--- config.mk ---
export PLATFORM = sky130hd
export DESIGN_NAME = vedic_mac_accum
export DESIGN_NICKNAME = d
export VERILOG_FILES = /design/src/rtl/vedic_pkg.sv /design/src/rtl/vedic_byte_ser.sv /design/src/rtl/vedic_mac_accum.sv
export SDC_FILE = /design/constraint.sdc
export NUM_CORES = 1
export LEC_CHECK = 0
export CORE_MARGIN = 2
export CORE_UTILIZATION = 55
export CTS_BUF_LIST = sky130_fd_sc_hd__clkbuf_8
export DETAILED_ROUTE_END_ITERATION = 8
export GPL_ROUTABILITY_DRIVEN = 0
export GPL_TIMING_DRIVEN = 0
export PLACE_DENSITY = 0.77
export SLEW_MARGIN = 20
export SYNTH_ARGS = -nofsm -noshare
export SYNTH_HDL_FRONTEND = slang
export SYNTH_SLANG_ARGS = --single-unit
--- constraint.sdc ---
create_clock -name clk -period 7.9 [get_ports clk]
set_input_delay 1.185 -clock clk [delete_from_list [all_inputs] [get_ports clk]]
set_output_delay 1.185 -clock clk [all_outputs]
set_load 0.1 [all_outputs]
--- src/rtl/vedic_pkg.sv ---
// vedic_pkg: definitions shared by the Vedic multiplier wrapper and the MAC
// accumulator that consumes its products.
//   PROD_W_DEF : width of the unsigned product leaving the 8x8 multiplier
//   state_t    : control states of the accumulator (IDLE -> ACCUM -> DRAIN)
package vedic_pkg;

  localparam int PROD_W_DEF = 16;

  typedef enum logic [1:0] {
    ST_IDLE  = 2'd0,
    ST_ACCUM = 2'd1,
    ST_DRAIN = 2'd2
  } state_t;

endpackage

--- src/rtl/vedic_byte_ser.sv ---
// vedic_byte_ser: ACC_W-to-8 serializer, least significant byte first.
//   clk, rst   : clock and asynchronous active-high reset
//   load       : one-cycle pulse capturing data; out_valid rises the next cycle
//   data       : word to serialize
//   out_ready  : consumer accepts out_byte this cycle
//   out_valid  : out_byte is valid
//   out_byte   : current byte; held stable while out_valid & !out_ready
//   out_last   : high together with the most significant byte
//   done       : combinational pulse on the handshake of the last byte
module vedic_byte_ser #(
  parameter int ACC_W = 24
) (
  input  logic             clk,
  input  logic             rst,
  input  logic             load,
  input  logic [ACC_W-1:0] data,
  input  logic             out_ready,
  output logic             out_valid,
  output logic [7:0]       out_byte,
  output logic             out_last,
  output logic             done
);

  localparam int NBYTES = ACC_W / 8;
  localparam int IDX_W  = (NBYTES > 1) ? $clog2(NBYTES) : 1;
  localparam logic [IDX_W-1:0] LAST_IDX = IDX_W'(NBYTES - 1);

  // Bytes not yet presented, already shifted so the next one sits in [7:0].
  logic [ACC_W-1:0] hold;
  logic [IDX_W-1:0] idx;
  logic             fire;

  assign fire = out_valid & out_ready;
  assign done = fire & out_last;

  // Byte index, pending data and registered output byte/flags.
  always_ff @(posedge clk or posedge rst) begin
    if (rst) begin
      hold      <= {ACC_W{1'b0}};
      idx       <= {IDX_W{1'b0}};
      out_valid <= 1'b0;
      out_byte  <= 8'h00;
      out_last  <= 1'b0;
    end else if (load) begin
      hold      <= data >> 8;
      idx       <= {IDX_W{1'b0}};
      out_valid <= 1'b1;
      out_byte  <= data[7:0];
      out_last  <= (LAST_IDX == {IDX_W{1'b0}});
    end else if (fire) begin
      if (out_last) begin
        hold      <= {ACC_W{1'b0}};
        idx       <= {IDX_W{1'b0}};
        out_valid <= 1'b0;
        out_byte  <= 8'h00;
        out_last  <= 1'b0;
      end else begin
        hold      <= hold >> 8;
        idx       <= idx + IDX_W'(1);
        out_valid <= 1'b1;
        out_byte  <= hold[7:0];
        out_last  <= ((idx + IDX_W'(1)) == LAST_IDX);
      end
    end else begin
      hold      <= hold;
      idx       <= idx;
      out_valid <= out_valid;
      out_byte  <= out_byte;
      out_last  <= out_last;
    end
  end

endmodule

--- src/rtl/vedic_mac_accum.sv ---
// vedic_mac_accum: accumulates a programmed number of unsigned multiplier
// products into a saturating ACC_W-bit accumulator, then drains the result
// LSB-first one byte per handshake.
//   clk, rst          : clock and asynchronous active-high reset
//   start, len        : begin a run of len terms (len==0 means 2**LEN_W); IDLE only
//   in_valid/in_ready : product handshake, in_prod is the product
//   out_valid/out_ready, out_byte, out_last : byte drain handshake
//   busy              : not IDLE
//   ovf               : sticky saturation flag for the current/last run
module vedic_mac_accum
  import vedic_pkg::*;
#(
  parameter int PROD_W = PROD_W_DEF,
  parameter int ACC_W  = 24,
  parameter int LEN_W  = 8
) (
  input  logic              clk,
  input  logic              rst,
  input  logic              start,
  input  logic [LEN_W-1:0]  len,
  input  logic              in_valid,
  output logic              in_ready,
  input  logic [PROD_W-1:0] in_prod,
  output logic              out_valid,
  input  logic              out_ready,
  output logic [7:0]        out_byte,
  output logic              out_last,
  output logic              busy,
  output logic              ovf
);

  localparam int SUM_W = ACC_W + 1;

  state_t           state;
  state_t           next_state;
  logic [ACC_W-1:0] acc;
  logic [ACC_W-1:0] acc_sat;
  logic [SUM_W-1:0] sum;
  // One extra bit so that len==0 can hold the full 2**LEN_W term count.
  logic [LEN_W:0]   remaining;
  logic             in_fire;
  logic             last_term;
  logic             drain_done;

  assign in_fire   = in_valid & in_ready;
  assign last_term = in_fire & (remaining == {{LEN_W{1'b0}}, 1'b1});

  // Saturating add: the carry out of the ACC_W+1-bit sum forces all-ones.
  always_comb begin
    sum     = {1'b0, acc} + {{(SUM_W - PROD_W){1'b0}}, in_prod};
    acc_sat = sum[ACC_W-1:0];
    if (sum[ACC_W]) begin
      acc_sat = {ACC_W{1'b1}};
    end else begin
      acc_sat = sum[ACC_W-1:0];
    end
  end

  // State register.
  always_ff @(posedge clk or posedge rst) begin
    if (rst) begin
      state <= ST_IDLE;
    end else begin
      state <= next_state;
    end
  end

  // Next-state logic.
  always_comb begin
    next_state = state;
    case (state)
      ST_IDLE: begin
        if (start) next_state = ST_ACCUM;
        else       next_state = ST_IDLE;
      end
      ST_ACCUM: begin
        if (last_term) next_state = ST_DRAIN;
        else           next_state = ST_ACCUM;
      end
      ST_DRAIN: begin
        if (drain_done) next_state = ST_IDLE;
        else            next_state = ST_DRAIN;
      end
      default: next_state = ST_IDLE;
    endcase
  end

  // State-decoded outputs.
  always_comb begin
    in_ready = 1'b0;
    busy     = 1'b0;
    case (state)
      ST_IDLE: begin
        in_ready = 1'b0;
        busy     = 1'b0;
      end
      ST_ACCUM: begin
        in_ready = 1'b1;
        busy     = 1'b1;
      end
      ST_DRAIN: begin
        in_ready = 1'b0;
        busy     = 1'b1;
      end
      default: begin
        in_ready = 1'b0;
        busy     = 1'b0;
      end
    endcase
  end

  // Accumulator, term counter and sticky overflow flag.
  always_ff @(posedge clk or posedge rst) begin
    if (rst) begin
      acc       <= {ACC_W{1'b0}};
      remaining <= {(LEN_W + 1){1'b0}};
      ovf       <= 1'b0;
    end else begin
      case (state)
        ST_IDLE: begin
          if (start) begin
            acc       <= {ACC_W{1'b0}};
            ovf       <= 1'b0;
            remaining <= (len == {LEN_W{1'b0}}) ? {1'b1, {LEN_W{1'b0}}}
                                                : {1'b0, len};
          end else begin
            acc       <= acc;
            ovf       <= ovf;
            remaining <= remaining;
          end
        end
        ST_ACCUM: begin
          if (in_fire) begin
            acc       <= acc_sat;
            remaining <= remaining - {{LEN_W{1'b0}}, 1'b1};
            ovf       <= ovf | sum[ACC_W];
          end else begin
            acc       <= acc;
            remaining <= remaining;
            ovf       <= ovf;
          end
        end
        default: begin
          acc       <= acc;
          remaining <= remaining;
          ovf       <= ovf;
        end
      endcase
    end
  end

  // The final sum goes straight into the serializer, so the first byte is
  // valid one cycle after the last input handshake.
  vedic_byte_ser #(
    .ACC_W (ACC_W)
  ) u_ser (
    .clk       (clk),
    .rst       (rst),
    .load      (last_term),
    .data      (acc_sat),
    .out_ready (out_ready),
    .out_valid (out_valid),
    .out_byte  (out_byte),
    .out_last  (out_last),
    .done      (drain_done)
  );

endmodule

After elaboration in Yosys (flattened, before gate mapping):

Cells that the tools add are included.
Widths: inputs -> output; s select.

* add/sub/neg operators: 3
* equal/unequal tests: 6
* muxes and demuxes: 32
* bitwise logic cells: 5
* reduce and logical (&&, ||, !) cells: 6

Operators by type and width (number)
* $mux 24: 5
* $pmux 24 s2: 1
* $mux 9: 3
* $add 24x16->25: 1
* $mux 8: 3
* $pmux 9 s2: 1
* $mux 16: 1
* $mux 1: 11
* $mux 2: 5
* $eq 9x1->1 const B: 1
* $sub 9x1->9 const B: 1
* $logic_not 8->1: 1
* $pmux 2 s3: 1
* $and 1x1->1: 4
* $eq 2x2->1 const B: 2
* $ne 2x2->1 const B: 2
* $reduce_bool 2->1: 2
* $reduce_and 3->1: 1
* $add 2x1->2 const B: 1
* $eq 2x1->1 const B: 1
* $logic_not 2->1: 1
* $pmux 1 s2: 1
* $reduce_or 2->1: 1
* $or 1x1->1: 1

* bits in registers: 72
* input bits: 29
* output and inout bits: 13
* logic and storage cells: 61

Depth between registers and ports, before layout:

* depth in word-level cells: 6
* mapped depth: 10
* depth with buffers taken out: 8

Hierarchy:

Synthesis repeated with hierarchy kept, for this count alone.

* cell total of the unflattened synthesis: 427
* area, all modules: 4075.2 um2

Modules (own cells, without submodules)
* vedic_mac_accum: instances 1, cells each 336, area each 2846.5 um2, sequential area each 900.9 um2
* vedic_byte_ser: instances 1, cells each 91, area each 1228.7 um2, sequential area each 700.7 um2

Worst setup path after synthesis:

Ideal clock, no wire load.

* kind: input-to-reg
* start point: input port in_prod[0]
* end point: register u_ser.hold[4]
* library setup time: 0.137 ns
* arrival: 3.349 ns
* data required time: 7.763 ns
* path slack: 4.414 ns
* stages on the path: 10
* buffers on the path: 2
* path through: ha_1 -> fa_1 -> a211oi_1 -> nor3_1 -> or4_4 -> and3_4 -> buf_6 -> buf_6 -> nor2_4 -> a21oi_1

* longest elaborated chain between the ends: 3

Ends and longest elaborated chain
* from (decl): line vedic_mac_accum.sv:23 `input logic [PROD_W-1:0] in_prod,`
* $add 24x16->25: line vedic_mac_accum.sv:50 `sum = {1'b0, acc} + {{(SUM_W - PROD_W){1'b0}}, in_prod};`
* $mux 24: line vedic_mac_accum.sv:52 `if (sum[ACC_W]) begin`
* $mux 24: line vedic_byte_ser.sv:44 `end else if (load) begin`
* to (signal assigned): line vedic_byte_ser.sv:45 `hold <= data >> 8;`
* to (signal assigned): line vedic_byte_ser.sv:52 `hold <= {ACC_W{1'b0}};`
* to (signal assigned): line vedic_byte_ser.sv:58 `hold <= hold >> 8;`
* to (decl): line vedic_byte_ser.sv:29 `logic [ACC_W-1:0] hold;`

No other way between the ends.
A chain may end at the register's enable or synchronous reset.

Worst setup path after layout:

* start point: input port in_prod[0]
* end point: register acc[13]

* longest elaborated chain between the ends: 4

Ends and longest elaborated chain
* $add 24x16->25: line vedic_mac_accum.sv:50
* $mux 24: line vedic_mac_accum.sv:52
* $mux 24: line vedic_mac_accum.sv:133 `if (in_fire) begin`
* $pmux 24 s2: line vedic_mac_accum.sv:119 `case (state)`
* to (signal assigned): line vedic_mac_accum.sv:115 `acc <= {ACC_W{1'b0}};`
* to (signal assigned): line vedic_mac_accum.sv:122 `acc <= {ACC_W{1'b0}};`
* to (signal assigned): line vedic_mac_accum.sv:134 `acc <= acc_sat;`
* to (decl): line vedic_mac_accum.sv:36 `logic [ACC_W-1:0] acc;`

No other way between the ends. The select of a mux whose other input is x is not followed.

==> results.py <==
metrics = {
    "status": {
        "status": "complete, no violations",
    },
    "final_layout": {
        "multiInputGateArea_um2": 2470,
        "final_nets": 586,
        "finalCoreUtilization_pct": 65.9,
        "area_delta_synth_final_pct": 18.2,
        "regArea_um2": 1600,
        "n_antenna_cell": 0,
        "fillers": 648,
        "drive_gt1_share_pct": 7.62,
    },
    "yosys": {
        "yosysSeqAreaShare_pct": 37.8,
        "synth-compound-area-share_pct": 26.4,
        "synth_seq_cells": 64,
        "syn_avg_cell_area_um2": 8.83,
        "synth_top_area_share_pct": 37.8,
        "yosysWarnings": 0,
        "syn_inst": 480,
        "synth-edff-count": 0,
        "synthTopCellsByArea": "dfrtp_1 38%, ha_1 6.8%, a21oi_1 6.1%",
        "synthFlopType": "dfrtp_1",
        "synth_top_family_by_area": "compound AO/OA/AOI/OAI gates",
        "synthDistinctLibCells": 61,
        "synth_xor_xnor_area_share_pct": 2.27,
        "async_flop_share_pct": 100,
        "synth.largest_area_cell": "dfrtp_1",
        "synthSimpleGateAreaFrac_pct": 21.5,
        "synthAdderAreaFrac_pct": 7.26,
        "syn_area_um2": 4240,
        "synth_mux_area_share_pct": 0.708,
        "syn_nets": 533,
    },
    "routing": {
        "drt_wl_total_um": 11200,
        "drc": 0,
        "first_iter_violations": 323,
        "drt_pass1_iterations": 5,
        "viasPerCell": 6.27,
        "vias": 4013,
        "wl_per_cell_um": 17.5,
        "ant_nets": 0,
    },
    "die": {
        "die_area_um2": 8430,
        "core.rowCount": 32,
        "core-area_um2": 7610,
        "initial_core_util_pct": 55.7,
        "die_h_um": 91.8,
        "die_w_um": 91.8,
        "io_pins": 42,
    },
    "clocking": {
        "clkTransAtPathRegs_ps": 80,
        "cts_made_buffers": 9,
        "h-tree-depth": 3,
        "cts_sinks": 64,
        "tritoncts": "built",
        "cts_resized": 0,
        "cts.hold.buffers_added": 0,
        "cts_setup_buffers": 0,
        "cts_root_buf": "clkbuf_8",
        "insertion_delay_ps": 370,
        "ctsLongestPathBuffers": 2,
    },
    "worst_setup_path": {
        "required_ps": 8160,
        "r2r-end": "acc[13]",
        "reg2reg_depth": 8,
        "cp-start-kind": "input port",
        "rr_startpoint": "acc[0]",
        "cp-end-kind": "flip-flop",
        "cp_max_fo": 6,
        "rrSetupSlack_ps": 4740,
        "worstPathArrival_ps": 4290,
        "worstSetupPathType": "in2reg",
    },
    "hold_path": {
        "worstHoldEndpoint": "acc[8]",
        "hold_depth": 2,
        "min_from": "acc[8]",
        "hold_class": "reg2reg",
    },
    "power": {
        "p_total_mw": 1.98,
        "vdd_drop_max_v": 0.000186,
        "leakagePower_nw": 2.04,
        "powerDensity_nw_per_um2": 396,
    },
    "sta": {
        "fin_skew_ps": 10.4,
        "hold_viol_final": 0,
        "worst_pin_slew_ps": 969,
        "tns_ps": 0,
        "rsz0062_at_grt": "false",
        "fin_crit_ps": 4020,
        "worst_hold_slack_ps": 502,
        "setup_slack_ps": 3880,
        "clock.fmax_mhz": 248,
        "relSlewSlack_pct": 35.2,
        "drv_slew": 0,
        "setup_viol": 0,
        "period_share_pct": 50.9,
    },
    "place": {
        "dpl_worst_slack_ps": 3570,
        "io_buffers": 41,
        "dp_hpwl_um": 8140,
    },
    "global_route": {
        "grt_pass1_vias": 3769,
        "grt_util_all_layers_pct": 27.9,
        "overflow": 0,
        "grt_pass1_wl_um": 18600,
        "grt_max_degree": 44,
        "antenna_found_initial": 0,
    },
    "job": {
        "cap_violations": 0,
    },
}
==> metal layers <==
metal	vias to the layer above	GRT usage [%]	share of wire, %
li1	1912	-	-
met1	1906	38.7	45
met2	172	44.1	46
met3	23	5.01	6.8
met4	0	10.2	2.4
met5	-	0	0
==> where the power goes <==
part | total (mW) | internal [mW] | leakage, nW | switching, mW
registers | 0.536 | 0.450 | 0.836 | 0.0860
clock network | 0.300 | 0.148 | 0.0925 | 0.152
logic | 1.15 | 0.395 | 1.11 | 0.751
total | 1.98 | 0.994 | 2.04 | 0.989
==> state kept, by name, summed over array words and instances, names as in the netlist <==
signal           flops
u_ser.out_byte       8
u_ser.out_last       1
ovf                  1
state                2
u_ser.idx            2
u_ser.hold          16
remaining            9
acc                 24
u_ser.out_valid      1
==> kinds of logic (layout without fill, tap and decap cells) <==
group | after synthesis | count (layout)
AOI/OAI and AO/OA | 174 | 174
muxes | 3 | 3
DFF | 64 | 64
adders and majority gates | 24 | 24
buffers and inverters | 40 | 98
and+or+nand+nor | 164 | 164
xor gates and xnor gates | 11 | 11
==> cell usage in the layout, fill, tap and decap left out, types with 5 or more instances in the layout <==
cell              n
o211ai_1          9
a21o_1            7
clkbuf_8          9
nor2_4            6
a21oi_1          52
nand3_1          16
o21ai_0          29
clkbuf_1         21
o21ai_1           9
inv_1            11
a31oi_1          10
nor3_1           10
or3_1             7
nand4_1           8
clkdlybuf4s50_1  41
o21a_1            5
nor3b_1          19
dfrtp_1          64
ha_1             23
or4_1             5
nor2_1           20
nand2_1          44
xnor2_1          10
a211oi_1         19
==> synthesized netlist by cell type (all sizes together), types with 6 or more instances <==
| cell type | n |
|---|---|
| dfrtp | 64 |
| a21oi | 53 |
| nand2 | 45 |
| o21ai | 38 |
| nor2 | 29 |
| ha | 23 |
| clkbuf | 21 |
| a211oi | 19 |
| nor3b | 19 |
| nand3 | 16 |
| inv | 12 |
| a31oi | 10 |
| nor3 | 10 |
| xnor2 | 10 |
| o211ai | 9 |
| nand4 | 8 |
| a21o | 7 |
| buf | 7 |
| or3 | 7 |
| or4 | 6 |
==> per-stage QoR <==
| step | instance area [µm²] | instances |
|---|---|---|
| floorplan | 4240 | 480 |
| global placement | 4780 | 623 |
| detailed placement | 4810 | 624 |
| CTS | 5010 | 640 |
| global route | 5010 | 640 |
| finish | 5010 | 640 |
==> area by class of cell <==
cell class,instances,area share [%]
buffer,28,2.47
clock buffer,9,2.47
clock inverter,7,1.57
inverter,12,0.949
multi-input combinational,376,49.3
sequential,64,32.0
tap,102,2.55
timing repair buffer,42,8.74
==> critical path, stage by stage <==
cell and delay (ps):
clkdlybuf4s50_1 410, ha_1 240, fa_1 440, a211oi_1 370
nor3_1 200, or4_4 550, nand3_1 300, o21ai_0 310
a22o_1 280
==> worst max path at each step <==
stage / startpoint / to / slack (ps) / cells after the start
6_report: in_prod[0] / acc[13] / 3880 / 9
3_5_place_dp: in_prod[0] / acc[13] / 3570 / 9
5_1_grt: in_prod[0] / acc[13] / 3820 / 9
2_1_floorplan: in_prod[0] / u_ser.hold[4] / 4410 / 10
4_1_cts: in_prod[0] / acc[13] / 3940 / 9
3_3_place_gp: in_prod[0] / acc[13] / 3620 / 9
No activity file was read; power rests on OpenSTA's default activity.
==> edit 1: new RTL, config.mk and constraints unchanged <==
Encoding of `state_t`: now one-hot (3 bits for 3 states).
--- a/src/rtl/vedic_pkg.sv
+++ b/src/rtl/vedic_pkg.sv
@@ -6,10 +6,10 @@
 
   localparam int PROD_W_DEF = 16;
 
-  typedef enum logic [1:0] {
-    ST_IDLE  = 2'd0,
-    ST_ACCUM = 2'd1,
-    ST_DRAIN = 2'd2
+  typedef enum logic [2:0] {
+    ST_IDLE  = 3'b001,
+    ST_ACCUM = 3'b010,
+    ST_DRAIN = 3'b100
   } state_t;
 
 endpackage
Behaviour: same outputs for any inputs over 4 cycles, from zero or initial values and one cycle with rst high; so few cycles prove little.
==> edit 1 against the original RTL <==
Cell area up 0.32%; total power down 23%; combinational power down 33%; die area up 0.34%; routed wire length up 0.30%; fmax up 10%; worst setup slack better by 370 ps; count of clock-buffer cells in the layout unchanged; sequential cell count up 1; synthesized area up 0.35%; critical endpoint is now in_ready; largest cell class unchanged; largest power group unchanged.
==> edit 1: results (changes against the original RTL) <==
CTS buffer count=9 (unchanged); number of I/O port buffers=41 (unchanged); met2 track demand over resource=0.427 (-0.0135); worst-case clock skew=5.33 ps (-5.08 ps); DR vias/cell=6.12 (-2.4%); largest net degree at the start of global routing=55 (+25%); latest clock arrival within the worst-skew pair=350 ps (-20 ps); Syn Area/Cell=8.74 sq um (-1.1%); via total after detailed routing=3961 (-1.3%); vias in the first global route=3736 (-0.88%); run status=finished clean; slowest stage cell on the critical path=clkdlybuf4s50_1; total number of nets in the final design=589 (+0.51%); top area cells in the synthesized netlist=dfrtp_1, a21oi_1, ha_1; Peak VDD IR=0.229 mV (+23%); overall fraction of global-route tracks in use=0.276 (-0.00368); CP Max Fanout=6 (unchanged); Placed Cells incl. Taps=631 (+1.1%); fraction of layout instances using a drive strength above 1=0.106 (+0.0302); part of the Yosys area used for sequential elements=0.383 (+0.00484); Total Routed Length=11200 um (+0.30%); nets in the synthesized netlist=536 (+0.56%); Worst R2R Path Depth=9 (+1); initial DRC count=249 (-23%); number of max-cap violations=0 (unchanged); cell type group with the largest total delay on the critical path=buffers and inverters; met3 track utilization from global routing=0.0501 (unchanged); delay contributed by the slowest stage of the critical path=1170 ps (+620 ps); worst hold path stage count=1 (-1); Clock Tree Root=clkbuf_8; Max transition margin=0.354 (+0.00168); standby leakage power=2.25 nW (+10%); crit path DAT=2470 ps (-1820 ps); antenna diode count=0 (unchanged); sum of net half-perimeters after detailed placement=8020 um (-1.5%); clock buffer depth=2 (unchanged); post-placement setup slack=4180 ps (+607 ps); GR met1 Demand/Resource=0.397 (+0.00937); post-synth cell types=65 (+6.6%); first-pass GRT wire length=18300 um (-1.5%); most frequent cells after synthesis=dfrtp_1, a21oi_1, nor2_1; depth of the CTS H-tree=3 (unchanged); CTS clock-pin slew for the worst setup and hold paths=80 ps (about the same)
==> edit 1: cell count changes in the layout (fill, tap and decap cells not counted), sizes merged, moves of 5 or more <==
| cell | before | now |
|---|---|---|
| nand2 | 45 | 37 |
| buf | 8 | 17 |
| nand3 | 16 | 11 |
| o21ai | 38 | 44 |
| or4 | 6 | 0 |
| o211ai | 9 | 3 |
| nor2 | 29 | 48 |
| a21oi | 53 | 61 |
==> edit 1: power breakdown <==
| group | internal (mW) | switching (mW) | total, mW |
|---|---|---|---|
| Combinational | 0.270 | 0.498 | 0.768 |
| Clock | 0.148 | 0.148 | 0.297 |
| Sequential | 0.412 | 0.0575 | 0.470 |
==> edit 1: path summary, 6_finish.rpt <==
| path | from | to | slack (ps) |
|---|---|---|---|
| max | state[2]$_DFF_PP0_ | in_ready | 4240 |
| max in group asynchronous | rst | state[0]$_DFF_PP1_ | 6260 |
| min | acc[12]$_DFFE_PP0P_ | acc[12]$_DFFE_PP0P_ | 500 |
| min reg2reg | acc[12]$_DFFE_PP0P_ | acc[12]$_DFFE_PP0P_ | 500 |
| max reg2reg | acc[11]$_DFFE_PP0P_ | u_ser.hold[0]$_DFFE_PP0P_ | 5340 |
| min in group asynchronous | rst | u_ser.idx[0]$_DFFE_PP0P_ | 1090 |
==> edit 1: final cells by class <==
cell class / count / area [sq um]
fillers: 664 / 2580
multi-input cells: 373 / 2410
inverters: 13 / 51.3
repair buffers: 42 / 438
plain buffers: 36 / 171
clock buffers: 9 / 124
clock inverters: 7 / 80.1
well taps: 102 / 128
flip-flops and latches: 65 / 1630
==> edit 1: per-layer routing <==
layer	vias up	share of wire	wire length (um)
li1	1877	-	-
met2	144	0.46	5170
met3	15	0.073	814
met1	1925	0.45	5070
met4	0	0.014	156
met5	-	0	0
==> edit 1: cell families (layout without fill, tap and decap cells) <==
family | Yosys count | in the layout | synth area share
xor gates and xnor gates | 15 | 15 | 0.0309
adders and majority gates | 20 | 20 | 0.0606
AOI/OAI and AO/OA | 172 | 172 | 0.274
DFF | 65 | 65 | 0.383
muxes | 3 | 3 | 0.00706
buffers and inverters | 49 | 107 | 0.0518
and+or+nand+nor | 163 | 163 | 0.194
==> edit 1: metrics by stage <==
| stage | hold slack [ps] | utilization | instance area, sq um |
|---|---|---|---|
| after global routing | 512 | 0.661 | 5030 |
| after floorplan | 450 | - | 4250 |
| final | 496 | 0.661 | 5030 |
| after global placement | 464 | 0.630 | 4790 |
| after detailed placement | 476 | 0.634 | 4820 |
| after CTS | 495 | 0.661 | 5030 |
==> edit 2: new RTL, same flow settings <==
Made on the original files. The parameter `LEN_W` goes from 8 to 4.
--- a/src/rtl/vedic_mac_accum.sv
+++ b/src/rtl/vedic_mac_accum.sv
@@ -12,7 +12,7 @@
 #(
   parameter int PROD_W = PROD_W_DEF,
   parameter int ACC_W  = 24,
-  parameter int LEN_W  = 8
+  parameter int LEN_W  = 4
 ) (
   input  logic              clk,
   input  logic              rst,
Ports: changed (resized len); port bits go from 42 to 38. The function was not compared with the original's and may differ.
==> edit 2 against the original RTL <==
Worst setup slack gained 120 ps; clock power decreased by 8.3%; routed wire length fell by 14%; cell area is 10% lower; total power is 11% lower; synthesized area decreased by 10%; largest power group unchanged; highest routed layer unchanged; fmax increased by 3.0%; first-iteration DRC count is 18% lower; sequential cell count fell by 4.
==> edit 2: results (changes against the original RTL) <==
Die Footprint=7620 sq um (-9.6%); reg2reg end=acc[14]$_DFFE_PP0P_; crit path DAT=4190 ps (-100 ps); post-synth cell types=49 (-20%); top area cells in the synthesized netlist=dfrtp_1, ha_1, a21oi_1; total number of nets in the final design=530 (-9.6%); cell type group with the largest total delay on the critical path=compound AO/OA/AOI/OAI gates; worst-case clock skew=7.00 ps (-3.41 ps); most frequent cells after synthesis=dfrtp_1, a21oi_1, o21ai_0; start point of the worst min-delay path=acc[13]$_DFFE_PP0P_; Total Routed Length=9620 um (-14%); number of I/O port buffers=37 (-9.8%); Max transition margin=0.346 (-0.00628); largest net degree at the start of global routing=40 (-9.1%); internal cell power=0.912 mW (-8.2%); run status=finished clean; first-pass GRT wire length=15700 um (-16%); registers with the most flip-flops=acc x24, u_ser.hold x16, u_ser.out_byte x8; nets in the synthesized netlist=481 (-9.8%); part of the Yosys area used for sequential elements=0.393 (+0.0156); Register-to-Register Setup Slack=4860 ps (+120 ps); Hold Path End=acc[13]$_DFFE_PP0P_; Worst R2R Path Depth=9 (+1); Syn Area/Cell=8.83 sq um (about the same); initial DRC count=266 (-18%); worst hold path stage count=1 (-1); wire length the detailed router placed on met1=4580 um (-8.5%); Peak VDD IR=0.197 mV (+5.6%); met3 WL=521 um (-31%); CP Max Fanout=4 (-2); sum of net half-perimeters after detailed placement=7050 um (-13%); delay contributed by the slowest stage of the critical path=490 ps (-60 ps); Placed Cells incl. Taps=550 (-12%); met3 track utilization from global routing=0.0445 (-0.00557); DR vias/cell=6.18 (-1.4%); vias in the first global route=3240 (-14%)
==> edit 2: cell types whose count changed after synthesis, moves of 5 or more <==
cell and change:
xor2_1 +5, nand2_1 -11, a21oi_1 -5, o21ai_0 +8, nor2_4 -6, o21ai_1 -7, a21o_1 +7, nor3_1 -5
or3_1 -7
==> edit 2: final cells by class <==
| class | instances | area [sq um] |
|---|---|---|
| Multi-Input combinational cell | 330 | 2150 |
| Tap cell | 80 | 100 |
| Inverter | 14 | 55.1 |
| Clock inverter | 5 | 52.6 |
| Clock buffer | 10 | 138 |
| Timing Repair Buffer | 38 | 390 |
| Fill cell | 557 | 2260 |
| Sequential cell | 60 | 1500 |
| Buffer | 28 | 115 |
==> edit 2: stage by stage <==
step	setup WS [ps]	utilization	power, mW	area (sq um)	hold slack (ps)
floorplan	4500	-	1.24	3820	453
global placement	3700	0.634	1.45	4290	462
detailed placement	3690	0.638	1.48	4310	473
CTS	4010	0.666	1.75	4500	488
global route	3820	0.666	1.89	4500	496
finish	3990	0.666	1.77	4500	489
==> edit 2: power groups by stage <==
| stage | registers, mW | logic, mW | clock network, mW |
|---|---|---|---|
| floorplan | 0.599 | 0.636 | 0 |
| global placement | 0.489 | 0.959 | 0 |
| detailed placement | 0.495 | 0.981 | 0 |
| CTS | 0.490 | 0.988 | 0.275 |
| global route | 0.503 | 1.10 | 0.290 |
| finish | 0.491 | 1.00 | 0.275 |
==> edit 2: cell families (layout without fill, tap and decap cells) <==
group	Yosys count	after routing	share of synthesized area
AOI/OAI and AO/OA	167	167	0.275
xor gates and xnor gates	16	16	0.0367
adders and majority gates	24	24	0.0807
buffers and inverters	42	95	0.0439
DFF	60	60	0.393
muxes	4	4	0.0105
and+or+nand+nor	119	119	0.160
